--- src/rtl/vend_sequencer.sv ---
// Vending sequencer: coin credit, purchase, dispense handshake and change payout in one registered FSM.
// Optional idle auto-refund in CREDIT is built only when VEND_TIMEOUT_EN is defined.
module vend_sequencer #(
    parameter int PRICE       = 25,
    parameter int CHANGE_UNIT = 5,
    parameter int PULSE_CYC   = 4,
    parameter int TIMEOUT_CYC = 1000
) (
    input  logic       clk,
    input  logic       rst,
    input  logic [3:0] coin_in,
    input  logic       buy,
    input  logic       cancel,
    input  logic       drink_fin,
    output logic       drink_contral,
    output logic       money_out_contral,
    output logic [7:0] credit,
    output logic       coin_reject,
    output logic       busy,
    output logic [1:0] state
);

    typedef enum logic [1:0] {
        IDLE   = 2'd0,
        CREDIT = 2'd1,
        VEND   = 2'd2,
        CHANGE = 2'd3
    } state_t;

    localparam int         PCW     = (PULSE_CYC > 1) ? $clog2(PULSE_CYC) : 1;
    localparam logic [7:0] PRICE_V = 8'(PRICE);
    localparam logic [7:0] UNIT_V  = 8'(CHANGE_UNIT);

    state_t         state_q;
    logic [7:0]     credit_q;
    logic           drink_q;
    logic           money_q;
    logic           reject_q;
    logic           pay_low_q;
    logic [PCW-1:0] pulse_cnt_q;

    logic [7:0] coin_val;
    logic [8:0] coin_sum;
    logic       coin_acc;
    logic       reject_now;
    logic [7:0] credit_plus;
    logic       afford;
    logic       pulse_last;
    logic       timeout_hit;

    // Only a single set bit is a coin; anything else decodes to value 0.
    always_comb begin
        coin_val = 8'd0;
        case (coin_in)
            4'b0001: coin_val = 8'd5;
            4'b0010: coin_val = 8'd10;
            4'b0100: coin_val = 8'd20;
            4'b1000: coin_val = 8'd50;
            default: coin_val = 8'd0;
        endcase
    end

    assign coin_sum    = {1'b0, credit_q} + {1'b0, coin_val};
    assign coin_acc    = (coin_val != 8'd0) && !coin_sum[8]
                         && ((state_q == IDLE) || (state_q == CREDIT));
    assign reject_now  = (coin_in != 4'd0) && !coin_acc;
    assign credit_plus = coin_acc ? coin_sum[7:0] : credit_q;
    assign afford      = (credit_q >= PRICE_V);
    assign pulse_last  = (pulse_cnt_q == PCW'(PULSE_CYC - 1));

`ifdef VEND_TIMEOUT_EN
    localparam int TW = (TIMEOUT_CYC > 1) ? $clog2(TIMEOUT_CYC + 1) : 1;

    logic [TW-1:0] idle_cnt_q;
    logic          activity;

    assign activity    = (coin_in != 4'd0) || buy || cancel;
    assign timeout_hit = (state_q == CREDIT) && !activity
                         && (idle_cnt_q == TW'(TIMEOUT_CYC - 1));

    // Counts quiet cycles in CREDIT only; any activity or leaving CREDIT restarts it.
    always_ff @(posedge clk or negedge rst) begin
        if (!rst) begin
            idle_cnt_q <= '0;
        end else if ((state_q != CREDIT) || activity || timeout_hit) begin
            idle_cnt_q <= '0;
        end else begin
            idle_cnt_q <= idle_cnt_q + 1'b1;
        end
    end
`else
    assign timeout_hit = (TIMEOUT_CYC < 0);
`endif

    // Dispense handshake: drink_contral is a level request held from the purchase edge
    // until drink_fin is sampled high; drink_fin is ignored outside VEND.
    always_ff @(posedge clk or negedge rst) begin
        if (!rst) begin
            state_q     <= IDLE;
            credit_q    <= 8'd0;
            drink_q     <= 1'b0;
            money_q     <= 1'b0;
            reject_q    <= 1'b0;
            pay_low_q   <= 1'b0;
            pulse_cnt_q <= '0;
        end else begin
            reject_q <= reject_now;
            case (state_q)
                IDLE: begin
                    if (coin_acc) begin
                        credit_q <= coin_sum[7:0];
                        state_q  <= CREDIT;
                    end
                end
                CREDIT: begin
                    // Affordability uses the pre-coin credit; a same-cycle coin still lands.
                    if (buy && afford) begin
                        state_q  <= VEND;
                        credit_q <= credit_plus - PRICE_V;
                        drink_q  <= 1'b1;
                    end else if (cancel || timeout_hit) begin
                        state_q     <= CHANGE;
                        credit_q    <= credit_plus;
                        money_q     <= 1'b1;
                        pay_low_q   <= 1'b0;
                        pulse_cnt_q <= '0;
                    end else begin
                        credit_q <= credit_plus;
                    end
                end
                VEND: begin
                    if (drink_fin) begin
                        drink_q <= 1'b0;
                        if (credit_q != 8'd0) begin
                            state_q     <= CHANGE;
                            money_q     <= 1'b1;
                            pay_low_q   <= 1'b0;
                            pulse_cnt_q <= '0;
                        end else begin
                            state_q <= IDLE;
                        end
                    end
                end
                CHANGE: begin
                    if (!pay_low_q) begin
                        if (pulse_last) begin
                            money_q     <= 1'b0;
                            credit_q    <= credit_q - UNIT_V;
                            pay_low_q   <= 1'b1;
                            pulse_cnt_q <= '0;
                        end else begin
                            pulse_cnt_q <= pulse_cnt_q + 1'b1;
                        end
                    end else if (pulse_last) begin
                        pulse_cnt_q <= '0;
                        pay_low_q   <= 1'b0;
                        if (credit_q == 8'd0) begin
                            state_q <= IDLE;
                        end else begin
                            money_q <= 1'b1;
                        end
                    end else begin
                        pulse_cnt_q <= pulse_cnt_q + 1'b1;
                    end
                end
                default: state_q <= IDLE;
            endcase
        end
    end

    assign state             = state_q;
    assign credit            = credit_q;
    assign drink_contral     = drink_q;
    assign money_out_contral = money_q;
    assign coin_reject       = reject_q;
    assign busy              = (state_q == VEND) || (state_q == CHANGE);

endmodule

--- config.mk ---
export PLATFORM = sky130hd
export DESIGN_NAME = vend_sequencer
export DESIGN_NICKNAME = d
export VERILOG_FILES = /design/src/rtl/vend_sequencer.sv
export SDC_FILE = /design/constraint.sdc
export NUM_CORES = 1
export LEC_CHECK = 0
export CORE_ASPECT_RATIO = 1.5
export CORE_MARGIN = 4
export CORE_UTILIZATION = 26
export DETAILED_ROUTE_END_ITERATION = 7
export PLACE_DENSITY = 0.43
export SLEW_MARGIN = 30
export SYNTH_ARGS = -nofsm -noshare
export SYNTH_HDL_FRONTEND = slang
export SYNTH_SLANG_ARGS = --single-unit
--- constraint.sdc ---
create_clock -name clk -period 9.66 [get_ports clk]
set_input_delay 1.449 -clock clk [delete_from_list [all_inputs] [get_ports clk]]
set_output_delay 1.449 -clock clk [all_outputs]
set_load 0.005 [all_outputs]
# After elaboration in Yosys (flattened, before gate mapping)
# Cells that the tools add are included.
[totals]
register_bits = 16
input_bits = 9
output_inout_bits = 14
word_cells = 94
[op_classes]
addsub = 4
order_cmp = 1
eq_ne = 20
n_mux = 41
n_reduce_logical = 21
[op_table]
columns = ["op", "count"]
rows = [
  ["$mux W8", 4],
  ["$mux W2", 13],
  ["$pmux W6 S4", 1],
  ["$pmux W8 S3", 1],
  ["$ne A2 B2 Y1 const B", 9],
  ["$mux W1", 17],
  ["$reduce_bool A8 Y1", 2],
  ["$add A8 B8 Y9", 1],
  ["$ge A8 B5 Y1 const B", 1],
  ["$logic_not A8 Y1", 1],
  ["$pmux W2 S4", 1],
  ["$sub A8 B3 Y8 const B", 1],
  ["$sub A8 B5 Y8 const B", 1],
  ["$reduce_and A7 Y1", 1],
  ["$eq A2 B2 Y1 const B", 3],
  ["$pmux W1 S3", 2],
  ["$pmux W2 S3", 1],
  ["$reduce_and A3 Y1", 2],
  ["$reduce_and A6 Y1", 1],
  ["$reduce_bool A3 Y1", 2],
  ["$reduce_and A5 Y1", 1],
  ["$eq A4 B1 Y1 const B", 1],
  ["$eq A4 B2 Y1 const B", 1],
  ["$eq A4 B3 Y1 const B", 1],
  ["other kinds (13)", 18],
]

# Logic depth before layout (Yosys ltp)
[depth]
depth_word = 10
mapped_depth = 15
mapped_depth_nobuf = 14

# Least setup slack after synthesis
# Ideal clock, no wire load.
[synth_path]
path_type = "input-to-reg"
from = "input coin_in[2]"
to = "register credit_q[4], in the netlist credit[4]"
arrival_time_ns = 4.293
required_ns = 9.540
slack_ns = 5.247
cell_stages = 15
n_path_buf = 2
cell_sequence = "buf_2 > nor3b_1 > or2_2 > fa_1 > a21o_1 > nand4_1 > a21oi_1 > nor2_2 > buf_4 > mux2i_1 > ha_1 > nand3b_1 > a311oi_1 > a31oi_1 > a31o_2"
[synth_between]
elab_chain_len = 10
elab_cells_between_ends = 14
classes_between = "2 x add/sub; 4 x eq/ne; 4 x mux; 4 x reduce/logical"
[synth_rtl]
columns = ["item", "line", "rtl"]
rows = [
  ["start, declared", "11", "input logic [3:0] coin_in,"],
  ["$eq A4 B4 Y1 (tied with other cells)", "54", "case (coin_in)"],
  ["$pmux W6 S4 *", "54", ""],
  ["$add A8 B8 Y9", "63", "assign coin_sum = {1'b0, credit_q} + {1'b0, coin_val};"],
  ["$logic_not A1 Y1", "64", "assign coin_acc = (coin_val != 8'd0) && !coin_sum[8]"],
  ["$logic_and A1 B1 Y1", "64", ""],
  ["$logic_and A1 B1 Y1", "65", "&& ((state_q == IDLE) || (state_q == CREDIT));"],
  ["$mux W8 *", "110", "if (coin_acc) begin"],
  ["$sub A8 B5 Y8", "119", "credit_q <= credit_plus - PRICE_V;"],
  ["$mux W8", "117", "if (buy && afford) begin"],
  ["$pmux W8 S3 *", "108", "case (state_q)"],
  ["end signal, assigned", "111", "credit_q <= coin_sum[7:0];"],
  ["end signal, assigned", "119", ""],
  ["end signal, assigned", "123", "credit_q <= credit_plus;"],
  ["end, declared", "35", "logic [7:0] credit_q;"],
]
# Mark *: on every way between the ends. The rest lies on a longest branch, timed or not.
# A chain may end at the register's enable or synchronous reset.

# Worst setup path after layout
[layout_path]
from = "input coin_in[0]"
to = "register credit_q[6], in the netlist credit[6]"
# Same word-level chain as after synthesis.

==> out/results.txt <==
Mapped Area - 1860 sq um
GRT Residual Overflow - 0
Filler instances - 760
Critical Path Source Type - primary input
Cells after Synth - 233
Synth Area per Inst - 7.98 sq um
Post-synthesis sequential area ratio - 21.5%
Critical path endpoint category - register
Nets - 275
CTS H-tree lvls - 1
Pre-CTS worst setup slack - 4.07 ns
DR vias/cell - 5.49
Max Slew Vio Count - 0
Initial Utilization - 27.0%
Max cap viols - 0
WP buf/inv - 1
Seq cells post-synth - 16
Hold path depth - 2
Ant. Diodes - 0
Layout cell share with drive strength beyond 1 - 8.06%
Commonest non-fill, non-tap cell in the layout - nand2_1
CTS Buf Count - 3
Sink Count - 16
Maximum vdd ir drop - 0.147 mV
Die area - 8600 sq um
Pwr/cell area - 329 nW/um^2
First-pass GRT wire length - 9980 microns
I/O pin count - 23
Core area - 6900 sq um
Setup Buffers After CTS - 0
Yosys warning count - 0
Final GP Congestion - 0.908
Area growth syn-to-layout - 16.6%
Cts repair resizes - 0
Fin crit period - 5.37 ns
Syn Nets - 259
Max Root-Sink Buffers - 2
Chain of cells forming the critical path - clkdlybuf4s50_1 > or2_1 > nor3b_1 > or2_2 > fa_1 > a21o_1 > nand4_1 > a21oi_1 > nor2_2 > mux2i_1 > ha_1 > nand3b_1 > a211oi_1 > xor2_1 > o22ai_1
DR WL/cell - 17.7 microns
CTS tree - built
Worst stage delay on the critical path - 0.58 ns
Final Setup Violations - 0
Count of input and output buffers - 22
Worst-Skew Late Latency - 0.26 ns
All-layer global routing usage - 14.2%
Die Wd - 77.0 microns
Number of global-route vias before repair - 1889
Leak - 0.874 nW
Worst Max-Slew Pin Slew - 0.849 ns
Crit Path Category - primary input to register
Final core area utilization - 31.4%
Die height - 112 microns
CP Data Required Time - 9.80 ns
Hold Crit Endpoint - pulse_cnt_q[1]
WP data arrival - 5.51 ns
# DRC - 0
Async set-reset flop share out of synthesis - 100%
Hold wc startpoint - pulse_cnt_q[1]
CP max FO - 12
Synth unique cells - 55
Initial antenna violation count - 0
Largest net degree at the start of global routing - 21
Rows - 37
DRT Pass-1 Iters - 4
Power, Total - 0.000714 W
Worst R2R End - credit[6]
Worst path top cell family by delay - simple AND/OR/NAND/NOR gates
Worst reg2reg path startpoint - state[1]
DP HPWL - 4530 microns
Max frequency - 186 MHz
Final WS setup - 4.29 ns
Most frequent cells in the layout - nand2_1, clkdlybuf4s50_1, o21ai_0, a21oi_1
CTS Hold Bufs - 0
Number of synthesized flops with an enable pin - 0
Slew HR - 43.2%
R2r setup slk - 5.76 ns
Skew final - 0.00454 ns
Hold_ws - 0.501 ns
CTS root buffer - clkbuf_8
DRT iter0 DRCs - 59
Final hold violation count - 0
RSZ-0062 raised after global routing - no
Final period util - 55.5%
Reg2Reg Depth - 11
Crit-path slowest cell - clkdlybuf4s50_1
Setup TNS - 0 ns
Final ANT Viol Nets - 0
Hold Path Class - register to register
DR vias - 1791
Commonest register cell after synthesis - dfrtp_1
Outcome - completed
Routed WL - 5780 microns
Clock transition at the registers of the reported paths - 0.07 ns
cells in the mapped netlist (2+ instances only):
master     count  area, sq um
nand3_1        3         15.0
inv_1          9         33.8
a211oi_1       2         15.0
o22ai_1        6         37.5
nor2_1        13         48.8
a31oi_1        6         37.5
mux2_2         4         45.0
or2_2          3         18.8
nand2b_1       3         18.8
o21bai_1       2         15.0
nor3_1         3         15.0
a311oi_1       2         17.5
dfrtp_1       16          400
nand3b_1       3         22.5
a21oi_1       20          100
buf_2          3         15.0
xor2_1         9         78.8
nor4b_1        2         17.5
a22o_1         2         17.5
o2111ai_1      2         17.5
xnor2_1        5         43.8
ha_1          16          200
o31ai_1        2         15.0
nand4_1        2         12.5
a22oi_1        2         15.0
o21ai_0       21          105
buf_6          2         22.5
nand2_1       29          109
clkbuf_1       5         18.8
buf_4          2         15.0
nor3b_1        3         22.5
or2_1          2         12.5
or3_1          2         12.5
a21o_1         3         22.5
mux2i_1        4         40.0
state kept, by name, indices dropped and copies added (netlist names):
register and cells:
pulse_cnt_q 2, drink_contral 1, coin_reject 1, money_out_contral 1, pay_low_q 1, credit 8, state 2
cells by family (layout without fill, tap and decap cells):
| logic type | after synthesis | after routing | synth area share [%] |
|---|---|---|---|
| AND/OR/NAND/NOR | 74 | 74 | 20.5 |
| AO/OA/AOI/OAI | 83 | 83 | 29.3 |
| buffers and inverters | 21 | 36 | 5.65 |
| flip-flops | 16 | 16 | 21.5 |
| XOR/XNOR | 14 | 14 | 6.60 |
| adder cells (fa/ha/maj) | 17 | 17 | 11.8 |
| multiplexers | 8 | 8 | 4.58 |
worst reg2reg max path, cell delays in order (launching register included):
cell and delay [ns]:
dfrtp_1 0.42, inv_1 0.14, ha_1 0.64, nor2_1 0.19, or2_1 0.39, nor2_2 0.51, mux2i_1 0.43, ha_1 0.24
nand3b_1 0.16, a211oi_1 0.39, xor2_1 0.19, o22ai_1 0.09
per-layer routing:
metal  routed length (microns)  part of all wire, %  vias up  GRT usage, %
met3                       222                  3.8        2          1.86
met5                         0                    0        -             0
met1                      2350                   41      853          16.7
met2                      3170                   55       46          27.1
li1                          -                    -      890             -
met4                        40                 0.69        0          3.21
cell type report:
| type | instances | area [sq um] | area share (%) |
|---|---|---|---|
| multi-input combinational | 196 | 1350 | 62.4 |
| sequential | 16 | 400 | 18.5 |
| timing repair buffer | 23 | 228 | 10.5 |
| tap | 78 | 97.6 | 4.50 |
| clock buffer | 4 | 55.1 | 2.54 |
| inverter | 9 | 33.8 | 1.56 |
where the power goes:
part           total (W)  switching, W  leakage (nW)  internal, W
clock network  0.0000643     0.0000281        0.0288    0.0000362
logic           0.000498      0.000281         0.658     0.000218
registers       0.000152     0.0000550         0.188    0.0000967
total           0.000714      0.000364         0.874     0.000351
worst max-delay path by stage:
| stage | cells past startpoint | start | endpoint | slack, ns |
|---|---|---|---|---|
| global placement | 15 | coin_in[0] | credit[6] | 4.15 |
| CTS | 15 | coin_in[0] | credit[6] | 4.34 |
| detailed placement | 15 | coin_in[0] | credit[6] | 4.07 |
| finish | 15 | coin_in[0] | credit[6] | 4.29 |
| global route | 15 | coin_in[0] | credit[6] | 3.89 |
| floorplan | 15 | coin_in[2] | credit[4] | 5.25 |
stage by stage:
| stage | cells | instance area, sq um |
|---|---|---|
| 6_report | 326 | 2170 |
| 5_1_grt | 326 | 2170 |
| 4_1_cts | 326 | 2170 |
| 3_5_place_dp | 322 | 2110 |
| 3_3_place_gp | 322 | 2110 |
| 2_1_floorplan | 233 | 1860 |
Note: power is estimated with default switching activity, not from simulation.
==> variant (same settings) <==
Change the parameter `PULSE_CYC` from 4 to 2.
--- a/src/rtl/vend_sequencer.sv
+++ b/src/rtl/vend_sequencer.sv
@@ -4,5 +4,5 @@
     parameter int PRICE       = 25,
     parameter int CHANGE_UNIT = 5,
-    parameter int PULSE_CYC   = 4,
+    parameter int PULSE_CYC   = 2,
     parameter int TIMEOUT_CYC = 1000
 ) (
Formal check against the unedited RTL: not equivalent (Yosys sat finds a counterexample within 10 cycles, from zero or initial values and one cycle with rst low).
==> variant against the unedited design <==
  * Setup slack improved by 0.29 ns
  * Synthesized area decreased by 6.1%
  * Wire length decreased by 13%
  * Worst hold slack improved by 0.036 ns
  * Non-clock buffer count unchanged
  * Cell area decreased by 5.1%
  * Sequential cell count decreased by 1
  * Power increased by 0.30%
  * Sequential share of layout area decreased by 0.23 points
  * First-iteration DRC count decreased by 22%
  * Largest cell class unchanged
==> variant: results (changes against the unedited design) <==
Outcome
  • Outcome: finished, final reports clean

Place
  • Placer congestion estimate: 0.8427 (-7.2%)
  • DPL Wire Length: 3893 µm (-14%)

Clock network
  • Post-CTS Setup Inserts: 0 (unchanged)
  • H-tree depth: 1 (unchanged)
  • Clock latency on the worst-skew pair: 0.26 ns (about the same)
  • Clock Pin Slew Worst Setup and Hold Paths: 0.07 ns (about the same)
  • CTS resizes: 0 (unchanged)
  • CTS Root Cell: clkbuf_8
  • CTS tree: built
  • Clock buffer depth: 2 (unchanged)
  • Clock buffer count from CTS: 3 (unchanged)

Synthesis
  • Synth cell types: 50 (-9.1%)
  • Post-synth top cells: 25 x a21oi_1, 25 x nor2_1, 17 x nand2_1
  • Register area share after synthesis: 21.49% (-0.044 points)
  • XOR/XNOR Fraction of Synth Area: 8.023% (+1.4 points)
  • Post-synthesis compound-gate area fraction: 25.93% (-3.4 points)
  • Post-synthesis adder-cell area fraction: 11.89% (+0.047 points)
  • Synth area leaders: dfrtp_1 21%, ha_1 11%, a21oi_1 7.2%, nor2_1 5.4%, xnor2_1 5.0%
  • Syn_nets: 245 (-5.4%)
  • Mux share of post-synthesis cell area: 3.582% (-0.99 points)
  • Synth Flop Type: dfrtp_1

Worst setup path
  • Reg-to-reg slack, setup: 6.22 ns (+0.46 ns)
  • CP top delay family: compound AO/OA/AOI/OAI gates
  • Worst path max stage delay: 0.60 ns (+0.02 ns)
  • CP Data Arrival Time: 5.21 ns (-0.30 ns)
  • Critical path startpoint: coin_in[3]
  • Critical path's slowest cell: clkdlybuf4s50_1
  • Reg2reg start: credit[0]$_DFFE_PN0P_
  • Crit path max fanout: 13 (+1)

Finish
  • Final net count: 262 (-4.7%)
  • Flip-flop count of the largest register after layout: 8 (unchanged)
  • Number of fill cells in the layout: 708 (-6.8%)
  • Share of cells above drive strength 1: 8.898% (+0.83 points)
  • Diodes inserted: 0 (unchanged)

Detailed routing
  • First DRT Iteration DRCs: 46 (-22%)
  • Via count: 1642 (-8.3%)
  • Antenna Nets Post-Route: 0 (unchanged)
  • Routed length per instance: 16.06 µm (-9.4%)

Worst hold path
  • Hold Path Class: flip-flop to flip-flop
  • Hold_sp: drink_contral$_DFFE_PN0P_

Global route
  • Vias in the first global route: 1696 (-10%)
  • GRT Resource Usage Total: 13.43% (-0.79 points)
  • Initial antenna violation count: 0 (unchanged)
  • First-pass GRT wire length: 8376 µm (-16%)
  • Largest net degree at the start of global routing: 19 (-9.5%)

Power
  • Peak supply drop: 0.0001443 V (-1.5%)
  • Pleak: 0.8299 nW (-5.1%)

STA
  • Worst-Margin Slew: 0.7709 ns (-0.07802 ns)
  • Worst Clk Skew: 0.007471 ns (+0.002934 ns)
variant: cell count changes after synthesis, sizes merged, moves of 4 or more:
cell / unedited run / this run
xnor2: 5 / 10
nor2: 14 / 26
a21oi: 21 / 25
o22ai: 6 / 2
nand2: 29 / 17
o21ai: 22 / 14
clkbuf: 5 / 9
buf: 7 / 2
variant: cell type report:
class	instances	area [µm²]	share of cell area [%]
clock buffers	4	45.04	2.188
inverters	8	30.03	1.459
multi-input cells	186	1285	62.43
flip-flops and latches	15	375.4	18.24
well taps	76	95.09	4.620
repair buffers	23	227.7	11.06
variant: cells by family (layout without fill, tap and decap cells):
| logic type | Yosys count | after routing |
|---|---|---|
| buf+inv | 19 | 35 |
| flops | 15 | 15 |
| compound gates | 70 | 70 |
| simple gates | 78 | 78 |
| fa+ha+maj | 16 | 16 |
| mux | 6 | 6 |
| xor+xnor | 16 | 16 |
variant: final timing paths:
path                                              to  cells past startpoint
setup / recovery               credit[6]$_DFFE_PN0P_                     15
hold reg to reg            drink_contral$_DFFE_PN0P_                      1
hold / removal             drink_contral$_DFFE_PN0P_                      1
setup reg to reg               credit[6]$_DFFE_PN0P_                     14
min in group asynchronous      credit[7]$_DFFE_PN0P_                      1
max in group asynchronous      credit[0]$_DFFE_PN0P_                      1
variant: worst reg2reg max path, delay by kind of cell, from the launching register on:
kind	cells	cell delay, ns
AOI/OAI and AO/OA	7	1.32
DFF	1	0.49
xor gates and xnor gates	1	0.10
and+or+nand+nor	3	0.52
adders and majority gates	3	0.89
variant: metal layers:
layer  vias to the layer above  GRT usage (%)  wire [µm]
li1                        829              -          -
met1                       769          16.29       2151
met2                        31          23.07       2555
met3                        13          1.581        145
met4                         0          5.980        157
met5                         -              0          0
variant: stage by stage:
step / hold WS [ns] / cell area [µm²] / setup slack [ns] / power, W / cells
6_report: 0.5375 / 2058 / 4.588 / 0.0007162 / 312
5_1_grt: 0.5555 / 2058 / 4.240 / 0.0007960 / 312
4_1_cts: 0.5417 / 2058 / 4.549 / 0.0007255 / 312
3_5_place_dp: 0.5159 / 2013 / 4.284 / 0.0006651 / 308
3_3_place_gp: 0.5343 / 2013 / 4.343 / 0.0006698 / 308
2_1_floorplan: 0.5106 / 1747 / 5.209 / 0.0005034 / 220
variant: power breakdown:
group,total [W],switching [W],internal (W)
Clock,0.0000546,0.0000253,0.0000293
Combinational,0.000505,0.000272,0.000234
Sequential,0.000156,0.0000618,0.0000945
Total,0.000716,0.000359,0.000358
